[src/rtl/uart_rx.sv]
// Multi-byte 8N1 UART receiver, first byte lands in the MSB byte of dat.
// Optional inter-byte timeout: define UART_RX_TIMEOUT_EN.
module uart_rx #(
  parameter int N_BYT = 4,
  parameter int W_BAU = 10,
  parameter int N_STB = 1,
  parameter int N_TMO = 20
) (
  input  logic               clk,
  input  logic               rst,
  input  logic [W_BAU-1:0]   baud,
  input  logic               uart_rxd,
  output logic [8*N_BYT-1:0] dat,
  output logic               f_rcv,
  output logic               f_err
);

  localparam int W_PK = 8 * N_BYT;
  localparam int W_BC = $clog2(N_BYT + 1);
  localparam int W_SC = $clog2(N_STB + 1);

  localparam logic [2:0] S_BRK   = 3'd0;
  localparam logic [2:0] S_IDLE  = 3'd1;
  localparam logic [2:0] S_START = 3'd2;
  localparam logic [2:0] S_DATA  = 3'd3;
  localparam logic [2:0] S_STOP  = 3'd4;

  logic             meta_q, rxs_q;
  logic [2:0]       st_q, st_d;
  logic [W_BAU-1:0] b_q, b_d;
  logic [W_BAU-1:0] cnt_q, cnt_d;
  logic [3:0]       bit_q, bit_d;
  logic [W_SC-1:0]  stb_q, stb_d;
  logic [7:0]       byt_q, byt_d;
  logic [W_PK-1:0]  pkt_q, pkt_d, pkt_n;
  logic [W_BC-1:0]  nb_q, nb_d;
  logic [W_PK-1:0]  dat_q, dat_d;
  logic             rcv_q, rcv_d;
  logic             err_q, err_d;
  logic             tick;

`ifdef UART_RX_TIMEOUT_EN
  localparam int W_TM = W_BAU + $clog2(N_TMO + 1);
  logic [W_TM-1:0] tmo_q, tmo_d;
  logic [W_TM-1:0] tlim;
  assign tlim = W_TM'(N_TMO) * W_TM'(b_q);
`endif

  assign tick  = (cnt_q == W_BAU'(1));
  assign pkt_n = (pkt_q << 8) | W_PK'(byt_q);

  always_comb begin
    st_d  = st_q;
    b_d   = b_q;
    cnt_d = cnt_q;
    bit_d = bit_q;
    stb_d = stb_q;
    byt_d = byt_q;
    pkt_d = pkt_q;
    nb_d  = nb_q;
    dat_d = dat_q;
    rcv_d = 1'b0;
    err_d = 1'b0;
`ifdef UART_RX_TIMEOUT_EN
    tmo_d = tmo_q;
`endif
    case (st_q)
      S_BRK: begin
        if (rxs_q) st_d = S_IDLE;
      end
      S_IDLE: begin
        if (!rxs_q) begin
          b_d   = baud;
          cnt_d = baud >> 1;
          st_d  = S_START;
`ifdef UART_RX_TIMEOUT_EN
          tmo_d = '0;
        end else if (nb_q != '0) begin
          if (tmo_q + W_TM'(1) >= tlim) begin
            err_d = 1'b1;
            nb_d  = '0;
            pkt_d = '0;
            tmo_d = '0;
          end else begin
            tmo_d = tmo_q + W_TM'(1);
          end
`endif
        end
      end
      S_START: begin
        if (!tick) begin
          cnt_d = cnt_q - W_BAU'(1);
        end else if (!rxs_q) begin
          cnt_d = b_q;
          bit_d = '0;
          st_d  = S_DATA;
        end else begin
          st_d = S_IDLE;
        end
      end
      S_DATA: begin
        if (!tick) begin
          cnt_d = cnt_q - W_BAU'(1);
        end else begin
          byt_d = {rxs_q, byt_q[7:1]};
          cnt_d = b_q;
          bit_d = bit_q + 4'd1;
          if (bit_q == 4'd7) begin
            stb_d = '0;
            st_d  = S_STOP;
          end
        end
      end
      S_STOP: begin
        if (!tick) begin
          cnt_d = cnt_q - W_BAU'(1);
        end else if (!rxs_q) begin
          err_d = 1'b1;
          nb_d  = '0;
          pkt_d = '0;
          st_d  = S_BRK;
        end else if (stb_q == W_SC'(N_STB - 1)) begin
          // Go IDLE mid stop bit so a back-to-back start edge is caught
          pkt_d = pkt_n;
          st_d  = S_IDLE;
          if (nb_q == W_BC'(N_BYT - 1)) begin
            dat_d = pkt_n;
            rcv_d = 1'b1;
            nb_d  = '0;
          end else begin
            nb_d = nb_q + W_BC'(1);
          end
        end else begin
          stb_d = stb_q + W_SC'(1);
          cnt_d = b_q;
        end
      end
      default: st_d = S_BRK;
    endcase
  end

  always_ff @(posedge clk) begin
    if (rst) begin
      meta_q <= 1'b1;
      rxs_q  <= 1'b1;
      st_q   <= S_BRK;
      b_q    <= '0;
      cnt_q  <= '0;
      bit_q  <= '0;
      stb_q  <= '0;
      byt_q  <= '0;
      pkt_q  <= '0;
      nb_q   <= '0;
      dat_q  <= '0;
      rcv_q  <= 1'b0;
      err_q  <= 1'b0;
`ifdef UART_RX_TIMEOUT_EN
      tmo_q  <= '0;
`endif
    end else begin
      meta_q <= uart_rxd;
      rxs_q  <= meta_q;
      st_q   <= st_d;
      b_q    <= b_d;
      cnt_q  <= cnt_d;
      bit_q  <= bit_d;
      stb_q  <= stb_d;
      byt_q  <= byt_d;
      pkt_q  <= pkt_d;
      nb_q   <= nb_d;
      dat_q  <= dat_d;
      rcv_q  <= rcv_d;
      err_q  <= err_d;
`ifdef UART_RX_TIMEOUT_EN
      tmo_q  <= tmo_d;
`endif
    end
  end

  assign dat   = dat_q;
  assign f_rcv = rcv_q;
  assign f_err = err_q;

endmodule

[config.mk]
export PLATFORM = sky130hd
export DESIGN_NAME = uart_rx
export DESIGN_NICKNAME = d
export VERILOG_FILES = /design/src/rtl/uart_rx.sv
export SDC_FILE = /design/constraint.sdc
export NUM_CORES = 1
export LEC_CHECK = 0
export ABC_AREA = 1
export ABC_CLOCK_PERIOD_IN_PS = 2000
export BUFFER_PORTS_ARGS = -buffer_cell sky130_fd_sc_hd__buf_4
export CAP_MARGIN = 15
export CORE_MARGIN = 8
export CORE_UTILIZATION = 40
export CTS_CLUSTER_DIAMETER = 200
export DETAILED_ROUTE_END_ITERATION = 12
export PLACE_DENSITY_LB_ADDON = 0.3
export SYNTH_ARGS = -nofsm -noshare
export SYNTH_HDL_FRONTEND = slang
export SYNTH_SLANG_ARGS = --single-unit
[constraint.sdc]
create_clock -name clk -period 2 [get_ports clk]
set_clock_uncertainty 0.1 [all_clocks]
set_input_delay 0.3 -clock clk [delete_from_list [all_inputs] [get_ports clk]]
set_output_delay 0.3 -clock clk [all_outputs]
set_load 0.03 [all_outputs]
# Word level (Yosys, flattened, before mapping)

Cells that the tools add are included.

Flip-flop bits (word level): 99
Logic and storage cells: 91
Output and inout port bits: 34
Input port bits: 13

$add $sub $neg: 4
Muxes and demuxes: 35
Reductions and logical operators: 14
Eq/ne operators: 20
Bitwise logic cells: 5

Operators with widths:

| operator                | number |
|---|---|
| $mux W10                | 7 |
| $mux W24                | 2 |
| $pmux W10 S4            | 1 |
| $mux W3                 | 11 |
| $or A32 B8 Y32          | 1 |
| $ne A2 B2 Y1 const B    | 9 |
| $pmux W3 S5             | 1 |
| $reduce_and A5 Y1       | 3 |
| $mux W4                 | 3 |
| $ne A3 B3 Y1 const B    | 4 |
| $eq A10 B1 Y1 const B   | 1 |
| $sub A10 B1 Y10 const B | 1 |
| $eq A3 B2 Y1 const B    | 3 |
| $pmux W4 S2             | 1 |
| $mux W1                 | 7 |
| $reduce_and A7 Y1       | 1 |
| $reduce_or A5 Y1        | 1 |
| $add A4 B1 Y4 const B   | 1 |
| $eq A4 B3 Y1 const B    | 1 |
| $not A1 Y1              | 4 |
| $reduce_and A2 Y1       | 2 |
| $reduce_and A4 Y1       | 1 |
| $reduce_bool A2 Y1      | 2 |
| $reduce_bool A4 Y1      | 1 |
| other kinds (9)         | 9 |

# Logic depth before layout (Yosys ltp)

Depth after elaboration: 5
Gate-level depth with buffers: 10
Gate-level depth less buffers: 10

# Least setup slack after synthesis

No wires, ideal clock.

Kind: reg2reg
Start: register cnt_q[1]
End: register dat_q[3], in the netlist dat[3]
Path buffers: 1
Cell stages (with the launch flop): 10
Path slack: 0.271 ns
Clock period less this slack: 1.729 ns
Data arrival time: 1.507 ns
Required time: 1.778 ns
Library setup time: 0.122 ns
Cell sequence: dfxtp_1 -> inv_1 -> ha_1 -> nor3b_4 -> nand3_4 -> nor2_8 -> nand2_2 -> buf_2 -> nand3_1 -> o21ai_0

Longest elaborated chain between the ends: 2

Ends and longest elaborated chain:

| item                        | line | source |
|---|---|---|
| from (decl)                 | 31   | `logic [W_BAU-1:0] cnt_q, cnt_d;` |
| from (signal assigned)      | 165  | `cnt_q <= cnt_d;` |
| $eq A10 B1 Y1               | 49   | `assign tick = (cnt_q == W_BAU'(1));` |
| $reduce_and A5 Y1 (no line) | n/a  |  |
| to (signal assigned)        | 171  | `dat_q <= dat_d;` |
| to (decl)                   | 37   | `logic [W_PK-1:0] dat_q, dat_d;` |

Every way passes these cells.
A chain may end at the register's enable or synchronous reset.

# Final worst setup path

Start: register cnt_q[1]
End: register dat_q[2], in the netlist dat[2]

The elaborated chain is that of the path after synthesis.

==> impl_metrics.tcl <==
set metrics [dict create \
    dpl_worst_slack_ns -0.00485 \
    drive_above_1_share_pct 17.4 \
    grt_use_total_pct 14.7 \
    synth_seq_cells 98 \
    dpl.cell_count 740 \
    fp.dieH_um 118 \
    drt_iter0_drc 197 \
    layout_common_cells "nand2_1 (158), dfxtp_1 (96), buf_4 (68)" \
    drt-pass1-iter-count 5 \
    start_util_pct 40.7 \
    overflow 0 \
    antenna_found_initial 0 \
    ys_seq_area_share_pct 47.3 \
    synth_nets 586 \
    cts_root_buf "clkbuf_8" \
    final_nets 643 \
    start_kind "register" \
    cp.arrival_ns 2.09 \
    status "completed" \
    synth.distinct_cells 30 \
    hold_class "in2reg" \
    area_growth_pct 20.3 \
    vias 3810 \
    path_class "reg2reg" \
    via_per_inst 4.97 \
    gp_congestion 0.884 \
    setup_viol 0 \
    io_pins 47 \
    maxSlewHeadroom_pct 70.5 \
    drt_wl_total_mm 10.5 \
    ant_nets 0 \
    synth_cells 569 \
    maxCapViolations 0 \
    postCtsHoldBufs 0 \
    synth_area_mm2 0.00414 \
    worst_slew_pin_slew_ns 0.443 \
    hold_violations 0 \
    cellPowerDensity_mw_per_mm2 1130 \
    cts_made_buffers 9 \
    cts.sinks 98 \
    period_needed_ns 1.89 \
    place_area_mm2 0.00465 \
    crit_fanout 6 \
    crit_required_ns 2.20 \
    cp-end-kind "register" \
    grt_max_degree 33 \
    total_leakage_power_nw 2.14 \
    portBuffers 46 \
    fmax_mhz 530 \
    row_count 37 \
    cts_tree "yes" \
    ctsHtreeMaxLevel 3 \
    insertion_delay_ns 0.37 \
    timing.final.ws_setup_ns 0.112 \
    drc 0 \
    die_area_mm2 0.0139 \
    avgSynthCellArea_um2 7.28 \
    finalHoldWorstSlack_ns 0.0151 \
    final_max_slew_viol_count 0 \
    grt_pass1_wl_mm 17.2 \
    clk_pin_slew_ns 0.10 \
    chipWidth_um 118 \
    instances_no_fill 767 \
    clk_path_buf_depth 2 \
    ir_drop_uv 497 \
    design_area_mm2 0.00498 \
    yosys_warnings 0 \
    period_share_pct 94.4 \
    core-area_mm2 0.0102 \
    final_common_cell "nand2_1" \
    place_hpwl_mm 7.32 \
    n_antenna_cell 0 \
    wl_per_cell_um 13.6 \
    grt_pass1_vias 3607 \
]
## per-layer routing
layer / global-route usage, % / vias to the layer above / share of wire (%)
met1: 19.0 / 1777 / 49
li1: - / 1951 / -
met3: 2.54 / 13 / 2.8
met5: 0 / - / 0
met2: 23.9 / 69 / 47
met4: 5.92 / 0 / 1.5
## kinds of logic after synthesis
family / count (synthesis) / synth area share (%)
adders and majority gates: 4 / 1.21
and+or+nand+nor: 295 / 31.9
xor gates and xnor gates: 3 / 0.634
DFF: 98 / 47.3
buffers and inverters: 71 / 7.03
AOI/OAI and AO/OA: 98 / 11.9
## layout make-up
cell class              count  area, µm²
clock buffers              11        131
clock inverters             5       61.3
fillers                  1030       5200
inverters                  45        179
multi-input cells         401       1930
flip-flops and latches     98       1960
well taps                 136        170
repair buffers             71        544
## what timing repair did
action,in CTS,in global routing
cloned,0,1
gates resized for setup,3,21
endpoints found under the setup margin,15,62
pin swaps,0,3
buffers inserted,0,10
## per-stage QoR
| stage | util, % | total power [mW] | TNS, ns |
|---|---|---|---|
| 4_1_cts | 47.7 | 5.47 | 0 |
| 3_5_place_dp | 45.7 | 4.16 | -0.0110 |
| 5_1_grt | 48.9 | 5.99 | -0.0157 |
| 2_1_floorplan | - | 3.69 | 0 |
| 6_report | 48.9 | 5.61 | 0 |
| 3_3_place_gp | 45.7 | 4.13 | -0.00964 |
## power by group
| group | internal (mW) | total, mW | leakage, nW | switching, mW |
|---|---|---|---|---|
| clock | 0.590 | 1.30 | 0.0983 | 0.707 |
| sequential | 2.08 | 2.24 | 0.792 | 0.156 |
| combinational | 0.782 | 2.07 | 1.25 | 1.29 |
## sequential cells by signal, summed over array words and instances (netlist names)
name and cells:
b_q 10, bit_q 4, byt_q 8, cnt_q 10, dat 32, f_err 1
f_rcv 1, meta_q 1, nb_q 3, pkt_q 24, rxs_q 1, st_q 3
## Yosys cell counts
library cell | number | area (µm²)
a211oi_1 | 1 | 7.51
a21oi_1 | 58 | 290
and2_1 | 2 | 12.5
buf_1 | 2 | 7.51
buf_2 | 13 | 65.1
buf_6 | 1 | 11.3
clkbuf_1 | 10 | 37.5
clkinv_2 | 1 | 5.00
dfxtp_1 | 98 | 1960
ha_1 | 4 | 50.1
inv_1 | 43 | 161
inv_2 | 1 | 3.75
nand2_1 | 159 | 597
nand2_2 | 5 | 31.3
nand3_1 | 62 | 310
nand3_4 | 2 | 35.0
nand3b_1 | 4 | 30.0
nand4_1 | 4 | 25.0
nor2_1 | 45 | 169
nor2_2 | 1 | 6.26
nor2_4 | 2 | 22.5
nor2_8 | 1 | 20.0
nor3_1 | 3 | 15.0
nor3_2 | 1 | 10.0
nor3b_4 | 1 | 18.8
o21ai_0 | 37 | 185
o21ai_1 | 2 | 10.0
or2_2 | 3 | 18.8
xnor2_1 | 1 | 8.76
xor2_1 | 2 | 17.5
## path summary, 6_finish.rpt
kind | startpoint | end | slack, ns | depth (start not counted)
hold reg to reg | meta_q | rxs_q | 0.33 | 1
hold / removal | uart_rxd | meta_q | 0.02 | 2
setup / recovery | cnt_q[1] | dat[2] | 0.11 | 8
setup reg to reg | cnt_q[1] | dat[2] | 0.11 | 8
## critical path, stage by stage (launching register included)
cell     delay (ns)
dfxtp_2        0.35
inv_2          0.06
ha_2           0.17
nor3b_4        0.27
nand3_4        0.17
nor2_8         0.22
nand3_4        0.17
buf_6          0.19
o21ai_0        0.12
Power figures use the tool's default switching activity.
